[src/rtl/cache_ctrl_pkg.sv]
`default_nettype none
// ============================================================================
//  Package   : cache_ctrl_pkg
//  Purpose   : Shared FSM state encoding and one-hot helper for the N-way
//              set-associative cache controller.
//  Revision  : 1.0  initial release
// ============================================================================
package cache_ctrl_pkg;

  localparam int MAX_WAYS = 8;
  localparam int MAX_WW   = $clog2(MAX_WAYS);

  typedef enum logic [2:0] {
    S_IDLE    = 3'd0,
    S_COMPARE = 3'd1,
    S_WB      = 3'd2,
    S_STALL   = 3'd3,
    S_FILL    = 3'd4
  } state_t;

  // One-hot decode of a way index, sized for the widest supported cache.
  function automatic logic [MAX_WAYS-1:0] onehot(input logic [MAX_WW-1:0] idx);
    logic [MAX_WAYS-1:0] v;
    v      = '0;
    v[idx] = 1'b1;
    return v;
  endfunction

endpackage
`default_nettype wire

[src/rtl/nway_cache_ctrl_if.sv]
`default_nettype none
// ============================================================================
//  Interface : nway_cache_ctrl_if
//  Purpose   : Processor request, per-way array status, memory handshake and
//              array/memory control strobes of the cache controller.
//  Revision  : 1.0  initial release
// ============================================================================
interface nway_cache_ctrl_if #(
  parameter int NUM_WAYS = 4,
  parameter int WORDS    = 4
);
  localparam int OW = $clog2(WORDS);

  logic                req_rd;
  logic                req_wr;
  logic [NUM_WAYS-1:0] hit;
  logic [NUM_WAYS-1:0] valid;
  logic [NUM_WAYS-1:0] dirty;
  logic                mem_stall;

  logic                cache_rdy;
  logic                done;
  logic                cache_hit;
  logic                err;
  logic [NUM_WAYS-1:0] way_en;
  logic                comp;
  logic                write;
  logic                valid_in;
  logic                sel_data_cache;
  logic                soff;
  logic                soff_mem;
  logic                stag;
  logic                mem_rd;
  logic                mem_wr;
  logic [OW-1:0]       offset_cache;
  logic [OW-1:0]       offset_mem;

  // Requester / array / memory side
  modport master (
    output req_rd, req_wr, hit, valid, dirty, mem_stall,
    input  cache_rdy, done, cache_hit, err, way_en, comp, write, valid_in,
           sel_data_cache, soff, soff_mem, stag, mem_rd, mem_wr,
           offset_cache, offset_mem
  );

  // Controller side
  modport slave (
    input  req_rd, req_wr, hit, valid, dirty, mem_stall,
    output cache_rdy, done, cache_hit, err, way_en, comp, write, valid_in,
           sel_data_cache, soff, soff_mem, stag, mem_rd, mem_wr,
           offset_cache, offset_mem
  );
endinterface
`default_nettype wire

[src/rtl/nway_cache_ctrl_victim_sel.sv]
`default_nettype none
// ============================================================================
//  Module    : nway_victim_sel
//  Purpose   : Victim way selection: lowest-index invalid way, otherwise the
//              round-robin pointer, which advances only when it was used.
//  Revision  : 1.0  initial release
// ============================================================================
module nway_victim_sel #(
  parameter int NUM_WAYS = 4,
  localparam int WW      = $clog2(NUM_WAYS)
) (
  input  wire logic                clk,
  input  wire logic                rst,
  input  wire logic [NUM_WAYS-1:0] i_valid,
  input  wire logic                i_advance,
  output      logic [WW-1:0]       o_victim
);

  logic [WW-1:0] r_rr_ptr;
  logic [WW-1:0] w_first_inv;
  logic          w_found;

  // Priority encoder over ~valid; descending scan so the lowest index wins
  always_comb begin
    w_first_inv = '0;
    w_found     = 1'b0;
    for (int i = NUM_WAYS - 1; i >= 0; i--) begin
      if (!i_valid[i]) begin
        w_first_inv = WW'(i);
        w_found     = 1'b1;
      end
    end
  end

  assign o_victim = w_found ? w_first_inv : r_rr_ptr;

  // Round-robin pointer; wraps naturally since NUM_WAYS is a power of two
  always_ff @(posedge clk) begin
    if (rst) begin
      r_rr_ptr <= '0;
    end else if (i_advance && !w_found) begin
      r_rr_ptr <= r_rr_ptr + WW'(1);
    end
  end

endmodule
`default_nettype wire

[src/rtl/nway_cache_ctrl.sv]
`default_nettype none
// ============================================================================
//  Module    : nway_cache_ctrl
//  Purpose   : Control FSM for an N-way set-associative, write-back,
//              write-allocate cache: hit decode, write-back and refill bursts.
//  Revision  : 1.0  initial release
// ============================================================================
module nway_cache_ctrl
  import cache_ctrl_pkg::*;
#(
  parameter int NUM_WAYS = 4,
  parameter int WORDS    = 4,
  parameter int MEM_LAT  = 2
) (
  input wire logic          clk,
  input wire logic          rst,
  nway_cache_ctrl_if.slave  bus
);

  localparam int OW = $clog2(WORDS);
  localparam int CW = OW + 3;
  localparam int WW = $clog2(NUM_WAYS);

  localparam logic [CW-1:0] c_WB_LAST   = CW'(WORDS - 1);
  localparam logic [CW-1:0] c_FILL_LAST = CW'(WORDS + MEM_LAT - 1);
  localparam logic [CW-1:0] c_WORDS     = CW'(WORDS);
  localparam logic [CW-1:0] c_LAT       = CW'(MEM_LAT);

  state_t        r_state;
  logic [CW-1:0] r_cnt;
  logic          r_op_wr;
  logic          r_miss_q;
  logic          r_both_q;
  logic [WW-1:0] r_victim_q;

  logic [NUM_WAYS-1:0] w_hv;
  logic                w_any_hv;
  logic                w_multi_hv;
  logic                w_req;
  logic                w_advance;
  logic [WW-1:0]       w_victim;
  logic                w_victim_dirty;
  logic [NUM_WAYS-1:0] w_victim_oh;
  logic [OW-1:0]       w_cnt_off;
  logic [OW-1:0]       w_fill_off;

  assign w_hv           = bus.hit & bus.valid;
  assign w_any_hv       = |w_hv;
  assign w_multi_hv     = (w_hv & (w_hv - NUM_WAYS'(1))) != '0;
  assign w_req          = bus.req_rd | bus.req_wr;
  assign w_advance      = (r_state == S_COMPARE) && !w_any_hv;
  assign w_victim_dirty = bus.dirty[w_victim] & bus.valid[w_victim];
  assign w_victim_oh    = NUM_WAYS'(onehot(MAX_WW'(r_victim_q)));
  assign w_cnt_off      = OW'(r_cnt);
  assign w_fill_off     = OW'(r_cnt - c_LAT);

  nway_victim_sel #(
    .NUM_WAYS (NUM_WAYS)
  ) u_victim_sel (
    .clk       (clk),
    .rst       (rst),
    .i_valid   (bus.valid),
    .i_advance (w_advance),
    .o_victim  (w_victim)
  );

  // Main sequencer: state, burst counter and per-access context
  always_ff @(posedge clk) begin
    if (rst) begin
      r_state    <= S_IDLE;
      r_cnt      <= '0;
      r_op_wr    <= 1'b0;
      r_miss_q   <= 1'b0;
      r_both_q   <= 1'b0;
      r_victim_q <= '0;
    end else begin
      case (r_state)
        S_IDLE: begin
          r_cnt <= '0;
          if (w_req) begin
            r_op_wr  <= bus.req_wr;
            r_miss_q <= 1'b0;
            r_both_q <= bus.req_rd & bus.req_wr;
            r_state  <= S_COMPARE;
          end
        end
        S_COMPARE: begin
          r_cnt    <= '0;
          // rd+wr conflict is reported once, on the first compare only
          r_both_q <= 1'b0;
          if (w_any_hv) begin
            r_state <= S_IDLE;
          end else begin
            r_victim_q <= w_victim;
            r_miss_q   <= 1'b1;
            r_state    <= w_victim_dirty ? S_WB : S_STALL;
          end
        end
        S_WB: begin
          if (r_cnt == c_WB_LAST) begin
            r_cnt   <= '0;
            r_state <= S_STALL;
          end else begin
            r_cnt <= r_cnt + CW'(1);
          end
        end
        S_STALL: begin
          r_cnt <= '0;
          if (!bus.mem_stall) begin
            r_state <= S_FILL;
          end
        end
        S_FILL: begin
          // a started refill burst is never held off by mem_stall
          if (r_cnt == c_FILL_LAST) begin
            r_cnt   <= '0;
            r_state <= S_COMPARE;
          end else begin
            r_cnt <= r_cnt + CW'(1);
          end
        end
        default: begin
          r_cnt   <= '0;
          r_state <= S_IDLE;
        end
      endcase
    end
  end

  // Output decode from state, burst count and the latched victim
  always_comb begin
    bus.cache_rdy      = 1'b0;
    bus.done           = 1'b0;
    bus.cache_hit      = 1'b0;
    bus.err            = 1'b0;
    bus.way_en         = '0;
    bus.comp           = 1'b0;
    bus.write          = 1'b0;
    bus.valid_in       = 1'b0;
    bus.sel_data_cache = 1'b0;
    bus.soff           = 1'b0;
    bus.soff_mem       = 1'b0;
    bus.stag           = 1'b0;
    bus.mem_rd         = 1'b0;
    bus.mem_wr         = 1'b0;
    bus.offset_cache   = '0;
    bus.offset_mem     = '0;
    case (r_state)
      S_IDLE: begin
        bus.cache_rdy = !w_req;
      end
      S_COMPARE: begin
        bus.comp      = 1'b1;
        bus.way_en    = '1;
        bus.write     = r_op_wr;
        bus.valid_in  = r_op_wr;
        bus.done      = w_any_hv;
        bus.cache_hit = w_any_hv & !r_miss_q;
        bus.err       = w_multi_hv | r_both_q;
      end
      S_WB: begin
        bus.mem_wr       = 1'b1;
        bus.stag         = 1'b1;
        bus.soff         = 1'b1;
        bus.soff_mem     = 1'b1;
        bus.way_en       = w_victim_oh;
        bus.offset_cache = w_cnt_off;
        bus.offset_mem   = w_cnt_off;
      end
      S_FILL: begin
        if (r_cnt < c_WORDS) begin
          bus.mem_rd     = 1'b1;
          bus.soff_mem   = 1'b1;
          bus.offset_mem = w_cnt_off;
        end
        if (r_cnt >= c_LAT) begin
          bus.write          = 1'b1;
          bus.valid_in       = 1'b1;
          bus.sel_data_cache = 1'b1;
          bus.soff           = 1'b1;
          bus.way_en         = w_victim_oh;
          bus.offset_cache   = w_fill_off;
        end
      end
      default: begin
      end
    endcase
  end

endmodule
`default_nettype wire

[src/flat_wrapper.sv]
// flat-port wrapper written by rule: the top's interface ports become plain ports
module nway_cache_ctrl_flat import cache_ctrl_pkg::*;
#(
  parameter int NUM_WAYS = 4,
  parameter int WORDS    = 4,
  parameter int MEM_LAT  = 2
)
  (clk, rst, bus_req_rd, bus_req_wr, bus_hit, bus_valid, bus_dirty, bus_mem_stall, bus_cache_rdy, bus_done, bus_cache_hit, bus_err, bus_way_en, bus_comp, bus_write, bus_valid_in, bus_sel_data_cache, bus_soff, bus_soff_mem, bus_stag, bus_mem_rd, bus_mem_wr, bus_offset_cache, bus_offset_mem);
  nway_cache_ctrl_if #(.NUM_WAYS(NUM_WAYS), .WORDS(WORDS)) bus_i ();
  input wire logic clk;
  input wire logic rst;
  input wire logic [$bits(bus_i.req_rd)-1:0] bus_req_rd;
  input wire logic [$bits(bus_i.req_wr)-1:0] bus_req_wr;
  input wire logic [$bits(bus_i.hit)-1:0] bus_hit;
  input wire logic [$bits(bus_i.valid)-1:0] bus_valid;
  input wire logic [$bits(bus_i.dirty)-1:0] bus_dirty;
  input wire logic [$bits(bus_i.mem_stall)-1:0] bus_mem_stall;
  output wire logic [$bits(bus_i.cache_rdy)-1:0] bus_cache_rdy;
  output wire logic [$bits(bus_i.done)-1:0] bus_done;
  output wire logic [$bits(bus_i.cache_hit)-1:0] bus_cache_hit;
  output wire logic [$bits(bus_i.err)-1:0] bus_err;
  output wire logic [$bits(bus_i.way_en)-1:0] bus_way_en;
  output wire logic [$bits(bus_i.comp)-1:0] bus_comp;
  output wire logic [$bits(bus_i.write)-1:0] bus_write;
  output wire logic [$bits(bus_i.valid_in)-1:0] bus_valid_in;
  output wire logic [$bits(bus_i.sel_data_cache)-1:0] bus_sel_data_cache;
  output wire logic [$bits(bus_i.soff)-1:0] bus_soff;
  output wire logic [$bits(bus_i.soff_mem)-1:0] bus_soff_mem;
  output wire logic [$bits(bus_i.stag)-1:0] bus_stag;
  output wire logic [$bits(bus_i.mem_rd)-1:0] bus_mem_rd;
  output wire logic [$bits(bus_i.mem_wr)-1:0] bus_mem_wr;
  output wire logic [$bits(bus_i.offset_cache)-1:0] bus_offset_cache;
  output wire logic [$bits(bus_i.offset_mem)-1:0] bus_offset_mem;
  assign bus_i.req_rd = bus_req_rd;
  assign bus_i.req_wr = bus_req_wr;
  assign bus_i.hit = bus_hit;
  assign bus_i.valid = bus_valid;
  assign bus_i.dirty = bus_dirty;
  assign bus_i.mem_stall = bus_mem_stall;
  assign bus_cache_rdy = bus_i.cache_rdy;
  assign bus_done = bus_i.done;
  assign bus_cache_hit = bus_i.cache_hit;
  assign bus_err = bus_i.err;
  assign bus_way_en = bus_i.way_en;
  assign bus_comp = bus_i.comp;
  assign bus_write = bus_i.write;
  assign bus_valid_in = bus_i.valid_in;
  assign bus_sel_data_cache = bus_i.sel_data_cache;
  assign bus_soff = bus_i.soff;
  assign bus_soff_mem = bus_i.soff_mem;
  assign bus_stag = bus_i.stag;
  assign bus_mem_rd = bus_i.mem_rd;
  assign bus_mem_wr = bus_i.mem_wr;
  assign bus_offset_cache = bus_i.offset_cache;
  assign bus_offset_mem = bus_i.offset_mem;
  nway_cache_ctrl #(.NUM_WAYS(NUM_WAYS), .WORDS(WORDS), .MEM_LAT(MEM_LAT)) u_core (.clk(clk), .rst(rst), .bus(bus_i));
endmodule
[config.mk]
export PLATFORM = sky130hd
export DESIGN_NAME = nway_cache_ctrl_flat
export DESIGN_NICKNAME = d
export VERILOG_FILES = /design/src/rtl/cache_ctrl_pkg.sv /design/src/rtl/nway_cache_ctrl_if.sv /design/src/rtl/nway_cache_ctrl_victim_sel.sv /design/src/rtl/nway_cache_ctrl.sv /design/src/flat_wrapper.sv
export SDC_FILE = /design/constraint.sdc
export NUM_CORES = 1
export LEC_CHECK = 0
export CAP_MARGIN = 20
export CORE_ASPECT_RATIO = 1.5
export CORE_MARGIN = 1
export CORE_UTILIZATION = 40
export CTS_CLUSTER_DIAMETER = 200
export DETAILED_ROUTE_END_ITERATION = 8
export PLACE_DENSITY_LB_ADDON = 0.12
export REMOVE_ABC_BUFFERS = 1
export SKIP_LAST_GASP = 1
export SLEW_MARGIN = 15
export SYNTH_ARGS = -nofsm -noshare
export SYNTH_HDL_FRONTEND = slang
export SYNTH_SLANG_ARGS = --single-unit
[constraint.sdc]
create_clock -name clk -period 1.6 [get_ports clk]
set_input_delay 0.32 -clock clk [delete_from_list [all_inputs] [get_ports clk]]
set_output_delay 0.32 -clock clk [all_outputs]
set_load 0.1 [all_outputs]
==> results.toml, run 1 <==
[run_status]
outcome = "complete, but fails checks"
failed_checks = "design-rule violations, negative setup slack"

[clock_network]
cts_tree = "yes"
root_buffer_cell = "clkbuf_4"
postCtsHoldBufs = 0
cts.htree.levels = 1
clockBufferDepth = 2
clock_insertion_delay_worst_skew_ns = 0.29
cts_made_buffers = 3
cts.reportedPaths.clkPinSlew_ns = 0.09
numClockSinks = 15

[synth]
netlist_area_sq_mm = 0.00106
synth_ff_type = "dfxtp_1"
synth_most_common_cell = "nor2_1"
leading_post_synthesis_cells_by_cell_area = "dfxtp_1 (28%), nor2_1 (7.1%), a21oi_1 (5.2%)"
syn_inst = 136
synthesis.area_per_instance_sq_um = 7.81
synth_sequential_area_ratio_pct = 28.3
yosys.cell_types.count = 49
yosysWarningCount = 0
synth_largest_area_cell = "dfxtp_1"
yosys.area.top_type_share_pct = 28.3
ys_ff_latch = 15
synth-edff-count = 0
cell_types_with_the_highest_counts_after_synthesis = "nor2_1 (20), dfxtp_1 (15), a21oi_1 (11), nand2_1 (10)"
ys_async_sr_fraction_pct = 0

[die]
placeableCoreArea_sq_mm = 0.00248
dieArea_sq_mm = 0.00287
starting_density_of_the_core_pct = 42.9
die_height_um = 65.1
io-pin-count = 38
placementRows = 22
die_extent_in_x_um = 44.1

[critical_path]
crit_chain = "or3_4 -> o31ai_2 -> nand2_1 -> nand2_2 -> inv_2 -> nand2_2 -> o21ai_2 -> buf_12"
worstPathRequired_ns = 1.28
worst_setup_path_start_kind = "register"
worst-path-stages = 8
worst_setup_path_startpoint = "u_core.r_cnt[4]"
reg2reg_setup_slack_ns = 0.06
ff2ff_path_depth = 6
critPathSlowestCell = "or3_4"
cpPeakStageDelay_ns = 0.42
timing.critical_path.to_type = "output port"
worst_ep_arrival_time_ns = 1.80
critical_path.n_buffers_inverters = 2
crit_family = "simple AND/OR/NAND/NOR gates"
startpoint_of_the_worst_register_to_register_path = "u_core.r_cnt[1]"
worst-setup-path-type = "register to output port"
critical_path_peak_fanout = 4
critical-path-top-cell-by-count = "nand2_2"

[sta]
setup_viol = 22
layout_worst_path_cycle_share_pct = 133
timing_max_transition_violations_final = 0
rsz0062_at_grt = "true"
tightestPinTransition_ns = 0.409
setup_slack_ns = -0.524
hold_violations = 0
slew_headroom_pct = 72.4
max_freq_mhz = 471
worst_clock_skew_ns = 0.00891
holdWs_ns = 0.476
period_minus_slack_ns = 2.12

[power]
pwr-share-seq_pct = 24.9
switching_share_pct = 45.6
power_frac_clock_pct = 13.7
total_leakage_power_nw = 0.951
total_power_mw = 1.62
internal_power_mw = 0.884
max-vdd-ir-drop_mv = 0.554
total_switching_power_mw = 0.740
power_density_mw_per_mm2 = 711
power.combinational.fraction_pct = 61.3

[drt]
drt_first_pass_iters = 8
drt-total-wl_mm = 5.01
avgRoutedWirePerCell_um = 20.0
num_vias = 1513
drt-initial-drc-count = 84
detail-route-antenna-nets = 0
post_detailed_route_drc_marker_count = 2
routed_via_density = 6.03

[min_path]
timing.hold.worst.class = "input port to register"
min_path_cells = 4
holdCritStartpoint = "bus_req_rd"

[global_route]
number_of_global_route_vias_before_repair = 1469
overflow = 0
first_pass_grt_wire_length_mm = 6.28
grt_start_max_net_pins = 11
grt.total_usage_pct = 28.7
antenna_found_initial = 0

[placement]
dpl_worst_slack_ns = -0.591
detailed_place_hpwl_mm = 2.76
globalplace.congestion = 0.830
numPortBuffers = 37

[cells_and_area]
layout_net_count = 248
area_growth_syn_to_layout_pct = 115
layout.filler_cells = 86
antenna_cells_inserted = 0
final_layout_size_suffix_gt1_share_pct = 57.3

[flow_run]
maxCapViolations = 0
## per-layer routing
layer	part of all wire, %	GRT usage [%]
met3	6.1	3.85
met1	34	27.9
met2	54	57.7
met5	0	0
met4	6.0	10.2
## through the flow
| step | instances | util (%) | instance area [sq um] | setup TNS, ns |
|---|---|---|---|---|
| after floorplan | 130 | - | 1030 | -28.92 |
| after global placement | 233 | 78.8 | 1950 | -4.73 |
| after detailed placement | 233 | 78.8 | 1950 | -5.48 |
| after CTS | 243 | 85.6 | 2120 | -6.29 |
| after global routing | 251 | 92.2 | 2280 | -8.21 |
| final | 251 | 92.2 | 2280 | -6.90 |
## path summary, 6_finish.rpt
kind	to
hold reg to reg	u_core.r_op_wr
setup / recovery	bus_way_en[3]
setup reg to reg	u_core.r_cnt[3]
hold / removal	u_core.r_op_wr
## final cells by class
type	instances	area (sq um)	area share [%]
inverter	10	42.5	1.86
sequential	15	307	13.4
tap	24	30.0	1.31
clock buffer	3	22.5	0.986
clock inverter	1	5.00	0.219
multi-input combinational	105	833	36.5
timing repair buffer	93	1040	45.7
## what timing repair did
| item | in CTS | in global routing |
|---|---|---|
| gates resized for setup | 58 | 29 |
| setup buffers | 6 | 9 |
| endpoints found under the setup margin | 25 | 26 |
| pin swaps | 11 | 6 |
| endpoints found under the hold margin | 0 | 0 |
## power by group through the flow
stage | Clock (mW) | Sequential [mW] | Combinational (mW)
4_1_cts | 0.224 | 0.402 | 0.898
6_report | 0.223 | 0.405 | 0.996
3_5_place_dp | 0 | 0.410 | 0.845
5_1_grt | 0.247 | 0.406 | 1.02
3_3_place_gp | 0 | 0.409 | 0.833
2_1_floorplan | 0 | 0.417 | 0.454
## worst min-delay path: stages
cell             delay, ns
clkdlybuf4s15_2       0.20
nand2_1               0.07
a22oi_1               0.06
nor2_1                0.07
## sequential cells by signal (all words and copies together) (netlist names)
signal	cells
u_core.r_cnt	5
u_core.r_state	3
u_core.r_victim_q	2
u_core.u_victim_sel.r_rr_ptr	2
u_core.r_both_q	1
u_core.r_miss_q	1
u_core.r_op_wr	1
## kinds of logic (layout without fill, tap and decap cells)
family | count (synthesis) | in the layout | share of synthesized area (%)
AO/OA/AOI/OAI | 32 | 32 | 20.8
XOR/XNOR | 4 | 4 | 3.30
adder cells (fa/ha/maj) | 4 | 4 | 4.48
buffers and inverters | 16 | 107 | 7.07
flip-flops | 15 | 15 | 28.3
multiplexers | 2 | 2 | 2.12
AND/OR/NAND/NOR | 63 | 63 | 33.9
## placed cells by master, fill, tap and decap left out, drive strengths merged, types with 3 or more instances in the layout
cell type and count:
buf 80, nor2 21, dfxtp 15, nand2 12, a21oi 11, inv 10, nor3 9, clkdlybuf4s50 6
o21ai 6, clkbuf 5, nand4 4, clkdlybuf4s15 4, ha 3, or3 3, o31ai 3, nand3 3
nand2b 3
No activity file was read; power rests on OpenSTA's default activity.
==> inputs of run 2 (changes only) <==
Settings changed: CTS_CLUSTER_DIAMETER 200 to default.
==> results of run 2 <==
The final DEF is identical to that of run 1; final timing and power are the same.
